`src/rtl/led_zone_if.sv`:
```
// Bus between led_zone_sender, the LED-zone FIFO read port and the serial LED driver link.
interface led_zone_if #(
    parameter int unsigned DATA_W = 8
);
    logic              frame_start;
    logic              fifo_rd_en;
    logic [DATA_W-1:0] fifo_rd_data;
    logic              fifo_rd_empty;
    logic              led_sclk;
    logic              led_sdo;
    logic              led_latch;
    logic              busy;
    logic [9:0]        zone_cnt;
    logic              underrun;
    logic              frame_drop;

    modport master (
        output frame_start, fifo_rd_data, fifo_rd_empty,
        input  fifo_rd_en, led_sclk, led_sdo, led_latch, busy, zone_cnt, underrun, frame_drop
    );

    modport slave (
        input  frame_start, fifo_rd_data, fifo_rd_empty,
        output fifo_rd_en, led_sclk, led_sdo, led_latch, busy, zone_cnt, underrun, frame_drop
    );
endinterface

```
`src/rtl/led_zone_sender.sv`:
```
// Drains ZONE_NUM bytes per frame from the LED-zone FIFO and shifts them MSB-first to the LED driver.
// Optional LED_CHECKSUM_EN appends a mod-2^DATA_W sum of the frame's bytes before the latch pulse.
module led_zone_sender #(
    parameter int unsigned ZONE_NUM     = 64,
    parameter int unsigned DATA_W       = 8,
    parameter int unsigned CLK_DIV      = 4,
    parameter int unsigned LATCH_CYC    = 4,
    parameter int unsigned UNDERRUN_CYC = 256
) (
    input  logic       rd_clk,
    input  logic       rd_rst,
    led_zone_if.slave  bus
);
    localparam int unsigned ZONE_W = 10;
    localparam int unsigned WAIT_W = $clog2(UNDERRUN_CYC + 1);
    localparam int unsigned DIV_W  = $clog2(CLK_DIV + 1);
    localparam int unsigned BIT_W  = $clog2(DATA_W + 1);
    localparam int unsigned LAT_W  = $clog2(LATCH_CYC + 1);

    typedef enum logic [2:0] {IDLE, WAIT, READ, LOAD, SHIFT, LATCH} state_t;

    state_t            state;
    logic [WAIT_W-1:0] wait_cnt;
    logic [DIV_W-1:0]  div_cnt;
    logic [BIT_W-1:0]  bit_cnt;
    logic [LAT_W-1:0]  lat_cnt;
    logic [DATA_W-1:0] shreg;
`ifdef LED_CHECKSUM_EN
    logic [DATA_W-1:0] csum;
    logic              csum_pass;
`endif

    logic last_zone;
    logic half_done;
    logic last_bit;

    assign last_zone = (bus.zone_cnt == ZONE_W'(ZONE_NUM - 1));
    assign half_done = (div_cnt == DIV_W'(CLK_DIV - 1));
    assign last_bit  = (bit_cnt == BIT_W'(DATA_W - 1));

    always_ff @(posedge rd_clk or posedge rd_rst) begin
        if (rd_rst) begin
            state          <= IDLE;
            wait_cnt       <= '0;
            div_cnt        <= '0;
            bit_cnt        <= '0;
            lat_cnt        <= '0;
            shreg          <= '0;
            bus.fifo_rd_en <= 1'b0;
            bus.led_sclk   <= 1'b0;
            bus.led_sdo    <= 1'b0;
            bus.led_latch  <= 1'b0;
            bus.busy       <= 1'b0;
            bus.zone_cnt   <= '0;
            bus.underrun   <= 1'b0;
            bus.frame_drop <= 1'b0;
`ifdef LED_CHECKSUM_EN
            csum           <= '0;
            csum_pass      <= 1'b0;
`endif
        end else begin
            bus.fifo_rd_en <= 1'b0;
            // Any frame_start outside IDLE (including the LATCH->IDLE cycle) is dropped.
            bus.frame_drop <= bus.frame_start && (state != IDLE);

            case (state)
                IDLE: begin
`ifdef LED_CHECKSUM_EN
                    csum      <= '0;
                    csum_pass <= 1'b0;
`endif
                    if (bus.frame_start) begin
                        state        <= WAIT;
                        bus.busy     <= 1'b1;
                        bus.zone_cnt <= '0;
                        bus.underrun <= 1'b0;
                        wait_cnt     <= '0;
                    end
                end

                WAIT: begin
                    if (!bus.fifo_rd_empty) begin
                        state          <= READ;
                        bus.fifo_rd_en <= 1'b1;
                    end else if (wait_cnt == WAIT_W'(UNDERRUN_CYC - 1)) begin
                        state        <= IDLE;
                        bus.busy     <= 1'b0;
                        bus.underrun <= 1'b1;
                    end else begin
                        wait_cnt <= wait_cnt + WAIT_W'(1);
                    end
                end

                READ: state <= LOAD;

                LOAD: begin
                    shreg        <= bus.fifo_rd_data;
                    bus.led_sdo  <= bus.fifo_rd_data[DATA_W-1];
                    bus.led_sclk <= 1'b0;
                    div_cnt      <= '0;
                    bit_cnt      <= '0;
`ifdef LED_CHECKSUM_EN
                    csum         <= csum + bus.fifo_rd_data;
`endif
                    state        <= SHIFT;
                end

                // Each bit: CLK_DIV cycles sclk low, then CLK_DIV cycles sclk high.
                SHIFT: begin
                    if (!half_done) begin
                        div_cnt <= div_cnt + DIV_W'(1);
                    end else begin
                        div_cnt <= '0;
                        if (!bus.led_sclk) begin
                            bus.led_sclk <= 1'b1;
                        end else begin
                            bus.led_sclk <= 1'b0;
                            if (!last_bit) begin
                                bit_cnt     <= bit_cnt + BIT_W'(1);
                                shreg       <= shreg << 1;
                                bus.led_sdo <= shreg[DATA_W-2];
                            end else if (!last_zone) begin
                                bus.zone_cnt <= bus.zone_cnt + ZONE_W'(1);
                                bus.led_sdo  <= 1'b0;
                                wait_cnt     <= '0;
                                state        <= WAIT;
`ifdef LED_CHECKSUM_EN
                            end else if (!csum_pass) begin
                                csum_pass   <= 1'b1;
                                bit_cnt     <= '0;
                                shreg       <= csum;
                                bus.led_sdo <= csum[DATA_W-1];
`endif
                            end else begin
                                bus.led_sdo   <= 1'b0;
                                bus.led_latch <= 1'b1;
                                lat_cnt       <= '0;
                                state         <= LATCH;
                            end
                        end
                    end
                end

                LATCH: begin
                    if (lat_cnt == LAT_W'(LATCH_CYC - 1)) begin
                        bus.led_latch <= 1'b0;
                        bus.busy      <= 1'b0;
                        state         <= IDLE;
                    end else begin
                        lat_cnt <= lat_cnt + LAT_W'(1);
                    end
                end

                default: state <= IDLE;
            endcase
        end
    end
endmodule
```
`src/flat_wrapper.sv`:
```
// flat-port wrapper written by rule: the top's interface ports become plain ports
module led_zone_sender_flat 
#(
    parameter int unsigned ZONE_NUM     = 64,
    parameter int unsigned DATA_W       = 8,
    parameter int unsigned CLK_DIV      = 4,
    parameter int unsigned LATCH_CYC    = 4,
    parameter int unsigned UNDERRUN_CYC = 256
)
  (rd_clk, rd_rst, bus_frame_start, bus_fifo_rd_data, bus_fifo_rd_empty, bus_fifo_rd_en, bus_led_sclk, bus_led_sdo, bus_led_latch, bus_busy, bus_zone_cnt, bus_underrun, bus_frame_drop);
  led_zone_if #(.DATA_W(DATA_W)) bus_i ();
  input  logic rd_clk;
  input  logic rd_rst;
  input wire logic [$bits(bus_i.frame_start)-1:0] bus_frame_start;
  input wire logic [$bits(bus_i.fifo_rd_data)-1:0] bus_fifo_rd_data;
  input wire logic [$bits(bus_i.fifo_rd_empty)-1:0] bus_fifo_rd_empty;
  output wire logic [$bits(bus_i.fifo_rd_en)-1:0] bus_fifo_rd_en;
  output wire logic [$bits(bus_i.led_sclk)-1:0] bus_led_sclk;
  output wire logic [$bits(bus_i.led_sdo)-1:0] bus_led_sdo;
  output wire logic [$bits(bus_i.led_latch)-1:0] bus_led_latch;
  output wire logic [$bits(bus_i.busy)-1:0] bus_busy;
  output wire logic [$bits(bus_i.zone_cnt)-1:0] bus_zone_cnt;
  output wire logic [$bits(bus_i.underrun)-1:0] bus_underrun;
  output wire logic [$bits(bus_i.frame_drop)-1:0] bus_frame_drop;
  assign bus_i.frame_start = bus_frame_start;
  assign bus_i.fifo_rd_data = bus_fifo_rd_data;
  assign bus_i.fifo_rd_empty = bus_fifo_rd_empty;
  assign bus_fifo_rd_en = bus_i.fifo_rd_en;
  assign bus_led_sclk = bus_i.led_sclk;
  assign bus_led_sdo = bus_i.led_sdo;
  assign bus_led_latch = bus_i.led_latch;
  assign bus_busy = bus_i.busy;
  assign bus_zone_cnt = bus_i.zone_cnt;
  assign bus_underrun = bus_i.underrun;
  assign bus_frame_drop = bus_i.frame_drop;
  led_zone_sender #(.ZONE_NUM(ZONE_NUM), .DATA_W(DATA_W), .CLK_DIV(CLK_DIV), .LATCH_CYC(LATCH_CYC), .UNDERRUN_CYC(UNDERRUN_CYC)) u_core (.rd_clk(rd_clk), .rd_rst(rd_rst), .bus(bus_i));
endmodule
```
`config.mk`:
```
export PLATFORM = sky130hd
export DESIGN_NAME = led_zone_sender_flat
export DESIGN_NICKNAME = d
export VERILOG_FILES = /design/src/rtl/led_zone_if.sv /design/src/rtl/led_zone_sender.sv /design/src/flat_wrapper.sv
export SDC_FILE = /design/constraint.sdc
export NUM_CORES = 1
export LEC_CHECK = 0
export CAP_MARGIN = 0
export CORE_ASPECT_RATIO = 0.7
export CORE_MARGIN = 2
export CORE_UTILIZATION = 50
export CTS_BUF_LIST = sky130_fd_sc_hd__clkbuf_2
export DETAILED_ROUTE_END_ITERATION = 12
export PLACE_DENSITY = 0.73
export SLEW_MARGIN = 20
export SYNTH_ARGS = -nofsm -noshare
export SYNTH_HDL_FRONTEND = slang
export SYNTH_SLANG_ARGS = --single-unit
```
`constraint.sdc`:
```
create_clock -name rd_clk -period 5.3 [get_ports rd_clk]
set_input_delay 1.06 -clock rd_clk [delete_from_list [all_inputs] [get_ports rd_clk]]
set_output_delay 1.06 -clock rd_clk [all_outputs]
set_load 0.01 [all_outputs]
```
# After elaboration in Yosys (flattened, before gate mapping)
# Cells that the tools add are included.
# word_totals
register_bits	46
inputBits	12
output_inout_bits	17
# classes
eq_ne	23
add_sub_neg	5
muxes	62
n_reduce_logical	19
# ops
op	count
two-way mux 9 bit	7
two-way mux 10 bit	5
two-way mux 3 bit	14
one-hot mux 9 bit (3 select lines)	1
AND reduction 6 bit	4
two-way mux 7 bit	3
one-hot mux 10 bit (2 select lines)	1
two-way mux 1 bit	18
one-hot mux 3 bit (6 select lines)	1
one-hot mux 7 bit (2 select lines)	1
== test 3 x 2 -> 1 bit (second input constant)	4
two-way mux 4 bit	3
!= test 2 x 1 -> 1 bit (second input constant)	6
!= test 2 bit (second input constant)	6
one-hot mux 3 bit (2 select lines)	2
adder 10 x 1 -> 10 bit (second input constant)	1
== test 10 x 6 -> 1 bit (second input constant)	1
adder 9 x 1 -> 9 bit (second input constant)	1
== test 9 x 8 -> 1 bit (second input constant)	1
nonzero test 3 bit	3
one-hot mux 1 bit (2 select lines)	4
one-hot mux 4 bit (2 select lines)	1
AND reduction 4 bit	2
AND reduction 8 bit	1
other kinds (13)	18

# Longest topological paths before layout
# Gate-level depths: netlist of the first run.
# logic_depth
depth_word	6
depth_mapped	10

# Worst setup path after synthesis of the first run
# No wires, ideal clock.
# synth_timing
path_type	reg2reg
start	reg u_core.wait_cnt[0]
end	reg u_core.wait_cnt[7]
stages_incl_launch_ff	11
setup_ps	124
t_required_ps	5176
path_slack_ps	2932
arrival_ps	2245
cell_sequence	dfrtp_1 -> ha_1 -> nand3_1 -> or2_2 -> nor2_1 -> ha_1 -> nor2b_1 -> a2bb2oi_1 -> or4_1 -> buf_2 -> a211o_1
# synth_via
elab_chain_len	4
word_cells_on_any_way	7
classes_between	add/sub (1); eq/ne (2); mux (3); reduce/logical (1)
# synth_rtl
element	line	rtl
from (decl)	led_zone_sender.sv:23	logic [WAIT_W-1:0] wait_cnt;
from (signal assigned)	led_zone_sender.sv:90	wait_cnt <= wait_cnt + WAIT_W'(1);
adder 9 x 1 -> 9 bit	led_zone_sender.sv:90	
two-way mux 9 bit	led_zone_sender.sv:85	end else if (wait_cnt == WAIT_W'(UNDERRUN_CYC - 1)) begin
two-way mux 9 bit	led_zone_sender.sv:82	if (!bus.fifo_rd_empty) begin
one-hot mux 9 bit (3 select lines)	led_zone_sender.sv:66	case (state)
# Parallel ways exist; a longest one is shown, timed or not. The select of a mux whose other input is x is not followed.
# A chain may end at the register's enable or synchronous reset.

# Worst setup path after layout of the first run
# layout_timing
start	reg u_core.state[0]
end	reg u_core.wait_cnt[6]
# layout_via
elab_chain_len	3
word_cells_on_any_way	13
classes_between	eq/ne (9); mux (1); reduce/logical (3)
# layout_rtl
element	line	rtl
from (decl)	led_zone_sender.sv:22	state_t state;
from (signal assigned)	led_zone_sender.sv:43	state <= IDLE;
from (signal assigned)	led_zone_sender.sv:73	state <= WAIT;
from (signal assigned)	led_zone_sender.sv:83	state <= READ;
== test 3 bit, or another cell as far along	led_zone_sender.sv:66	
!= test 2 bit (no line), or another cell as far along	-	
AND reduction 8 bit (no line)	-	
# Parallel ways exist; a longest one is shown, timed or not.

==> implementation parameters, run 1 <==
Parameter                              Value

Outcome
  Outcome ... finished clean

Placement
  Placer Congestion ... 0.819
  Setup slack at placement ... 2170 ps
  DP Wirelength ... between 3000 and 4000 µm
  Post-placement cell count ... around 350
  Number of input and output port buffers inserted ... 28
  Standard cell area after detailed placement ... between 2000 and 3000 µm²

Setup path
  CP max FO ... 19
  Worst path cell trace ... or3b_1 > a21oi_2 > or4_1 > a211o_1
  Critical Path Stages ... 4
  FF-to-FF Start ... u_core.state[0]
  Delay of the slowest cell on the worst path ... between 700 and 800 ps
  Arr. time, crit path ... around 3100 ps
  Largest delay share family, worst path ... simple AND/OR/NAND/NOR gates
  Crit path kind ... flip-flop to flip-flop
  RR Endpoint ... u_core.wait_cnt[6]
  Flop2flop setup slack ... around 2500 ps
  CP max-delay cell ... sky130_fd_sc_hd__or4_1
  CP Capture Type ... flip-flop
  Worst path buffer plus inverter count ... 0
  Startpoint Class ... flip-flop
  Required time of the critical path ... roughly 5600 ps
  Worst-case reg-to-reg path depth ... 4

STA
  Tmin final ... 2810 ps
  Clk_skew ... approximately 12 ps
  Worst Hold Slack ... 489 ps
  Final hold violation count ... 0
  Max-slew violation total from the final report ... 0
  Unrepaired setup endpoints after global routing ... false
  Worst relative slew slack ... 0.362
  Final setup violation count ... 0
  Fin crit share ... 0.530
  Setup TNS ... 0 ps
  Setup ws final ... 2490 ps
  Transition time at the pin with the least slew margin ... about 960 ps
  Max Fclk ... ~360 MHz

Route
  Via density per instance ... slightly below 6
  WL/cell ... between 10 and 15 µm
  Detailed-route via count ... about 2.1k
  Antenna-violating nets left ... 0
  Initial DRC Count ... 183
  Post-route DRC ... 0
  Total routed wirelength ... roughly 5400 µm
  DRT Pass-1 Iters ... 4

Yosys
  EDFF count, synth ... 0
  Summed instance area of the synthesized netlist ... around 2500 µm²
  Area share of and/or/nand/nor cells after synthesis ... 0.214
  Xor/xnor share of the synthesized area ... 0
  Post-synthesis sequential area ratio ... 0.452
  Flop and latch count out of synthesis ... between 40 and 50
  Largest family of logic cells by synthesized area ... simple AND/OR/NAND/NOR gates
  Fraction of post-synthesis cell area in the top cell type by area ... 0.452
  Adder-cell share of the synthesized area ... 0.0344
  Synth Instances ... roughly 270
  Count of different cell masters after synthesis ... 51
  Most area-consuming cells after synthesis ... sky130_fd_sc_hd__dfrtp_1 (45%), sky130_fd_sc_hd__nand2_1 (5.0%), sky130_fd_sc_hd__mux2_2 (3.5%)
  Post-synthesis average cell area ... roughly 9.4 µm²
  Compound-cell area share of the yosys netlist ... 0.210
  Net count after synthesis ... 290
  Warnings, synthesis ... 0
  Library cell with the largest summed area after synthesis ... sky130_fd_sc_hd__dfrtp_1
  Share of cell area taken by muxes after synthesis ... 0.0393
  Most common flop cell mapped by yosys ... sky130_fd_sc_hd__dfrtp_1
  Share of synthesized registers carrying an async set or reset ... 1.00

Hold path
  Worst hold path type ... flip-flop to flip-flop
  Worst hold path stage count ... 1
  Endpoint of the worst hold path ... u_core.lat_cnt[0]
  Hold path startpoint ... u_core.lat_cnt[0]

Layout
  Number of diodes added for antenna fixing ... 0
  Post-Layout Inst Area ... roughly 2900 µm²
  Top library cells by usage in the layout, fill and taps aside ... sky130_fd_sc_hd__dfrtp_1 (46), sky130_fd_sc_hd__nand2_1 (34), sky130_fd_sc_hd__clkdlybuf4s50_1 (28), sky130_fd_sc_hd__nor2_1 (18), sky130_fd_sc_hd__o21ai_0 (15)
  Utilization after layout ... 0.601
  Multi-input combinational cell area ... between 1000 and 1500 µm²
  Final non-filler cell total ... 361
  Layout net count ... a little over 300
  # fillers ... ~440
  Most frequent standard cell in the layout excluding fill and tap cells ... sky130_fd_sc_hd__dfrtp_1
  Fraction of final layout cells sized beyond drive strength 1 ... 0.0993
  Register cell area after layout ... approximately 1200 µm²
  Area growth from synthesis to layout ... 14.1%

Die
  Total number of placement rows ... 21
  Die outline area ... 5690 µm²
  Die X ... 89.3 µm
  Area of the core ... around 4800 µm²
  Initial standard-cell utilization of the core ... 0.527
  Die Y-Extent ... ~64 µm
  Total I/O pin count ... 29

Clock network
  Number of buffers created by CTS ... 5
  Post-CTS Repair Setup Buffers ... 0
  Register clock-pin slew on the reported worst setup and hold paths ... ~240 ps
  Maximum buffer depth of the clock tree ... 2
  H-tree lvl count ... 2
  # hold bufs at CTS ... 0
  Count of instances resized after the clock tree is built ... 0
  Root buf cell ... sky130_fd_sc_hd__clkbuf_2
  Worst-skew pair later-pin latency ... about 430 ps
  Clock Sinks ... between 40 and 50
  TritonCTS clock tree ... built

Pwr
  Power density over the cells ... roughly 400 nW/µm²
  Switching Power ... 436 µW
  Power share of the clock group ... 0.169
  Internal power contribution ... approximately 720 µW
  Register share of total power ... 0.466
  Switching share of power ... 0.377
  Leakage power ... around 1.3 nW
  Total chip power ... ~1.2 mW
  Worst vdd ir ... between 0.0002 and 0.00025 V
  Logic pwr share ... 0.365

Run
  Max cap viols ... 0

Global route
  Overall Global Routing Usage ... 0.203
  Antenna violations before repair ... 0
  First-pass GRT wire length ... 9080 µm
  Via count of the first global-routing pass ... 1900
  Pin count of the biggest net entering global routing ... between 40 and 50
  Grt ovf ... 0
==> Yosys cell counts, types with 4 or more instances <==
master	number
sky130_fd_sc_hd__nor2b_1	4
sky130_fd_sc_hd__nor2_1	18
sky130_fd_sc_hd__nand2b_1	4
sky130_fd_sc_hd__and3_1	5
sky130_fd_sc_hd__nor3b_1	4
sky130_fd_sc_hd__nand2_1	34
sky130_fd_sc_hd__mux2_2	8
sky130_fd_sc_hd__a31oi_1	10
sky130_fd_sc_hd__a31o_2	6
sky130_fd_sc_hd__a211o_1	4
sky130_fd_sc_hd__a21o_1	5
sky130_fd_sc_hd__o21ai_0	15
sky130_fd_sc_hd__nor3_1	4
sky130_fd_sc_hd__a21oi_1	8
sky130_fd_sc_hd__ha_1	7
sky130_fd_sc_hd__dfrtp_1	46
sky130_fd_sc_hd__nand3_1	10
sky130_fd_sc_hd__inv_1	13
sky130_fd_sc_hd__o31ai_1	6
sky130_fd_sc_hd__buf_4	4
sky130_fd_sc_hd__clkbuf_1	8
==> cell families after synthesis <==
kind of cell | Yosys count
DFF | 46
buffers and inverters | 29
AOI/OAI and AO/OA | 76
and+or+nand+nor | 104
muxes | 9
adders and majority gates | 7
==> registers in the layout, indices dropped and copies added (netlist names) <==
| register | count |
|---|---|
| u_core.bit_cnt | 4 |
| u_core.bus.busy | 1 |
| u_core.bus.fifo_rd_en | 1 |
| u_core.bus.frame_drop | 1 |
| u_core.bus.led_latch | 1 |
| u_core.bus.led_sclk | 1 |
| u_core.bus.led_sdo | 1 |
| u_core.bus.underrun | 1 |
| u_core.bus.zone_cnt | 10 |
| u_core.div_cnt | 3 |
| u_core.lat_cnt | 3 |
| u_core.shreg | 7 |
| u_core.state | 3 |
| u_core.wait_cnt | 9 |
==> how the worst max path moves through the flow <==
| stage | from | end | slack, ps |
|---|---|---|---|
| final | u_core.state[0] | u_core.wait_cnt[6] | 2490 |
| after CTS | u_core.state[0] | u_core.wait_cnt[6] | 2510 |
| after detailed placement | bus_fifo_rd_empty | u_core.wait_cnt[6] | 2170 |
| after floorplan | u_core.wait_cnt[0] | u_core.wait_cnt[7] | 2930 |
| after global placement | bus_fifo_rd_empty | u_core.wait_cnt[7] | 2230 |
| after global routing | u_core.state[0] | u_core.wait_cnt[6] | 2300 |
==> power groups by stage <==
stage               clock network [mW]  registers, mW  logic [mW]
finish                           0.196          0.539       0.422
global route                     0.213          0.554       0.480
detailed placement                   0          0.544       0.422
global placement                     0          0.539       0.415
CTS                              0.199          0.537       0.424
floorplan                            0          0.509       0.338
==> per-layer routing <==
metal	vias to the layer above	share of wire	GRT usage
met2	54	0.42	0.278
met5	-	0	0
met4	0	0.010	0.0504
li1	1042	-	-
met1	1004	0.53	0.327
met3	6	0.042	0.0388
==> area by class of cell <==
cell class              count  share of cell area
multi-input cells         196               0.436
flip-flops and latches     46               0.396
repair buffers             29              0.0990
well taps                  69              0.0297
inverters                  13              0.0168
clock inverters             3              0.0138
clock buffers               5             0.00861
Power figures use the tool's default switching activity.
==> inputs of run 2 (changes only) <==
==> constraint.sdc (replaced) <==
create_clock -name rd_clk -period 2.79 [get_ports rd_clk]
set_input_delay 0.558 -clock rd_clk [delete_from_list [all_inputs] [get_ports rd_clk]]
set_output_delay 0.558 -clock rd_clk [all_outputs]
set_load 0.01 [all_outputs]
==> run 2 against run 1 <==
Against the previous run:
- fmax increased by 11%
- combinational power increased by 120%
- register-to-register slack got worse by 2200 ps
- non-clock buffer count increased by 8
- critical path type unchanged
- worst hold slack got worse by 96 ps
- die area unchanged
- clock skew increased by 22 ps
- sequential power increased by 78%
- sequential cell count unchanged
==> implementation parameters, run 2 (synthesized netlist as in run 1, its figures left out) <==
Parameter                              Value

Die
  Die X ... 89.3 µm (unchanged)
  Area of the core ... 4830 µm² (unchanged)
  Die outline area ... 5690 µm² (unchanged)
  Total number of placement rows ... 21 (unchanged)
  Die Y-Extent ... 63.7 µm (unchanged)
  Initial standard-cell utilization of the core ... 0.527 (unchanged)
  Total I/O pin count ... 29 (unchanged)

Clock network
  Register clock-pin slew on the reported worst setup and hold paths ... 240 ps (about the same)
  H-tree lvl count ... 2 (unchanged)
  Clock Sinks ... 46 (unchanged)
  Number of buffers created by CTS ... 5 (unchanged)
  Count of instances resized after the clock tree is built ... 0 (unchanged)
  Maximum buffer depth of the clock tree ... 2 (unchanged)
  # hold bufs at CTS ... 0 (unchanged)
  Post-CTS Repair Setup Buffers ... 0 (unchanged)
  Worst-skew pair later-pin latency ... 440 ps (about the same)
  TritonCTS clock tree ... built
  Root buf cell ... sky130_fd_sc_hd__clkbuf_2

Setup path
  FF-to-FF Start ... u_core.wait_cnt[0]
  RR Endpoint ... u_core.wait_cnt[7]
  Arr. time, crit path ... 2890 ps (-250 ps)
  Startpoint Class ... flip-flop
  Required time of the critical path ... 3140 ps (-2500 ps)
  Worst-case reg-to-reg path depth ... 9 (+5)
  Crit path kind ... flip-flop to flip-flop
  CP max FO ... 9 (-10)
  Flop2flop setup slack ... 250 ps (-2240 ps)
  CP Capture Type ... flip-flop

Placement
  Number of input and output port buffers inserted ... 28 (unchanged)
  Standard cell area after detailed placement ... 2900 µm² (+2.1%)
  Setup slack at placement ... 155 ps (-2010 ps)
  Placer Congestion ... 0.789 (-3.6%)
  DP Wirelength ... 4070 µm (+12%)
  Post-placement cell count ... 361 (+2.3%)

Route
  Initial DRC Count ... 116 (-37%)
  Via density per instance ... 5.72 (-1.9%)
  DRT Pass-1 Iters ... 5 (+1)
  Detailed-route via count ... 2111 (+0.24%)
  Post-route DRC ... 0 (unchanged)
  WL/cell ... 15.3 µm (+3.4%)
  Antenna-violating nets left ... 0 (unchanged)
  Total routed wirelength ... 5660 µm (+5.7%)

Layout
  Register name with the most flops ... u_core.bus.zone_cnt
  Most frequent standard cell in the layout excluding fill and tap cells ... sky130_fd_sc_hd__dfrtp_1
  Multi-input combinational cell area ... 1270 µm² (+0.30%)
  Area growth from synthesis to layout ... 16.6%
  Register cell area after layout ... 1150 µm² (unchanged)
  Fraction of final layout cells sized beyond drive strength 1 ... 0.127 (+0.0274)
  Number of diodes added for antenna fixing ... 0 (unchanged)
  Leading registers by flop count ... u_core.bus.zone_cnt: 10 flops, u_core.wait_cnt: 9 flops, u_core.shreg: 7 flops
  Layout net count ... 318 (+2.6%)
  Max FFs per register ... 10 (unchanged)
  Top library cells by usage in the layout, fill and taps aside ... sky130_fd_sc_hd__dfrtp_1 (46), sky130_fd_sc_hd__nand2_1 (34), sky130_fd_sc_hd__clkdlybuf4s50_1 (28), sky130_fd_sc_hd__nor2_1 (18), sky130_fd_sc_hd__o21ai_0 (15)
  Final non-filler cell total ... 369 (+2.2%)
  Post-Layout Inst Area ... 2970 µm² (+2.2%)
  # fillers ... 445 (+1.4%)

STA
  Max Fclk ... 394 MHz (+11%)
  Setup ws final ... 253 ps (-2240 ps)
  Transition time at the pin with the least slew margin ... 594 ps (-362 ps)
  Max-slew violation total from the final report ... 0 (unchanged)
  Final hold violation count ... 0 (unchanged)
  Tmin final ... 2540 ps (-269 ps)
  Worst relative slew slack ... 0.601 (+0.240)
  Setup TNS ... 0 ps (unchanged)
  Clk_skew ... 33.4 ps (+21.9 ps)
  Unrepaired setup endpoints after global routing ... false
  Fin crit share ... 0.909 (+0.380)
  Worst Hold Slack ... 394 ps (-95.6 ps)
  Final setup violation count ... 0 (unchanged)

Pwr
  Power density over the cells ... 766 nW/µm² (+93%)
  Leakage power ... 1.33 nW (+3.1%)
  Worst vdd ir ... 0.000441 V (+100%)

Global route
  Pin count of the biggest net entering global routing ... 23 (-51%)
  Via count of the first global-routing pass ... 1932 (+1.7%)
  Antenna violations before repair ... 0 (unchanged)
  First-pass GRT wire length ... 9440 µm (+4.0%)
  Overall Global Routing Usage ... 0.213 (+0.00998)
  Grt ovf ... 0 (unchanged)

Outcome
  Outcome ... finished clean

Run
  Max cap viols ... 0 (unchanged)

Hold path
  Worst hold path type ... input port to async pin
-- run 2: metal layers --
metal,vias up,part of all wire,track usage
met5,-,0,0
met4,0,0.0081,0.0578
met3,7,0.051,0.0465
met2,52,0.41,0.283
met1,1003,0.53,0.346
li1,1049,-,-
-- run 2: critical path: stages (launching register included) --
cell and delay (ps):
sky130_fd_sc_hd__dfrtp_1 460, sky130_fd_sc_hd__ha_1 240, sky130_fd_sc_hd__nand3_1 120, sky130_fd_sc_hd__or2_2 140, sky130_fd_sc_hd__nor2_1 50, sky130_fd_sc_hd__ha_1 230
sky130_fd_sc_hd__nor2b_1 230, sky130_fd_sc_hd__a2bb2oi_1 110, sky130_fd_sc_hd__or4_4 560, sky130_fd_sc_hd__a211o_1 320
-- run 2: layout make-up --
type / count / area share
multi-input combinational: 196 / 0.428
sequential: 46 / 0.387
timing repair buffer: 37 / 0.117
clock buffer: 7 / 0.0118
clock inverter: 1 / 0.0101
tap: 69 / 0.0291
inverter: 13 / 0.0164
-- run 2: power breakdown --
group          internal, mW  switching [mW]
registers             0.837           0.123
clock network         0.159           0.213
logic                 0.431           0.513
total                  1.43           0.850
-- run 2: worst max-delay path by stage --
stage                         end                from
2_1_floorplan  u_core.wait_cnt[7]  u_core.wait_cnt[0]
3_3_place_gp   u_core.wait_cnt[7]  u_core.wait_cnt[0]
3_5_place_dp   u_core.wait_cnt[5]  u_core.wait_cnt[0]
4_1_cts        u_core.wait_cnt[7]  u_core.wait_cnt[0]
5_1_grt        u_core.wait_cnt[6]  u_core.wait_cnt[0]
6_report       u_core.wait_cnt[7]  u_core.wait_cnt[0]
-- run 2: metrics by stage --
| stage | util | total power, mW |
|---|---|---|
| detailed placement | 0.600 | 1.90 |
| finish | 0.615 | 2.28 |
| global placement | 0.600 | 1.88 |
| floorplan | - | 1.61 |
| global route | 0.615 | 2.44 |
| CTS | 0.614 | 2.27 |
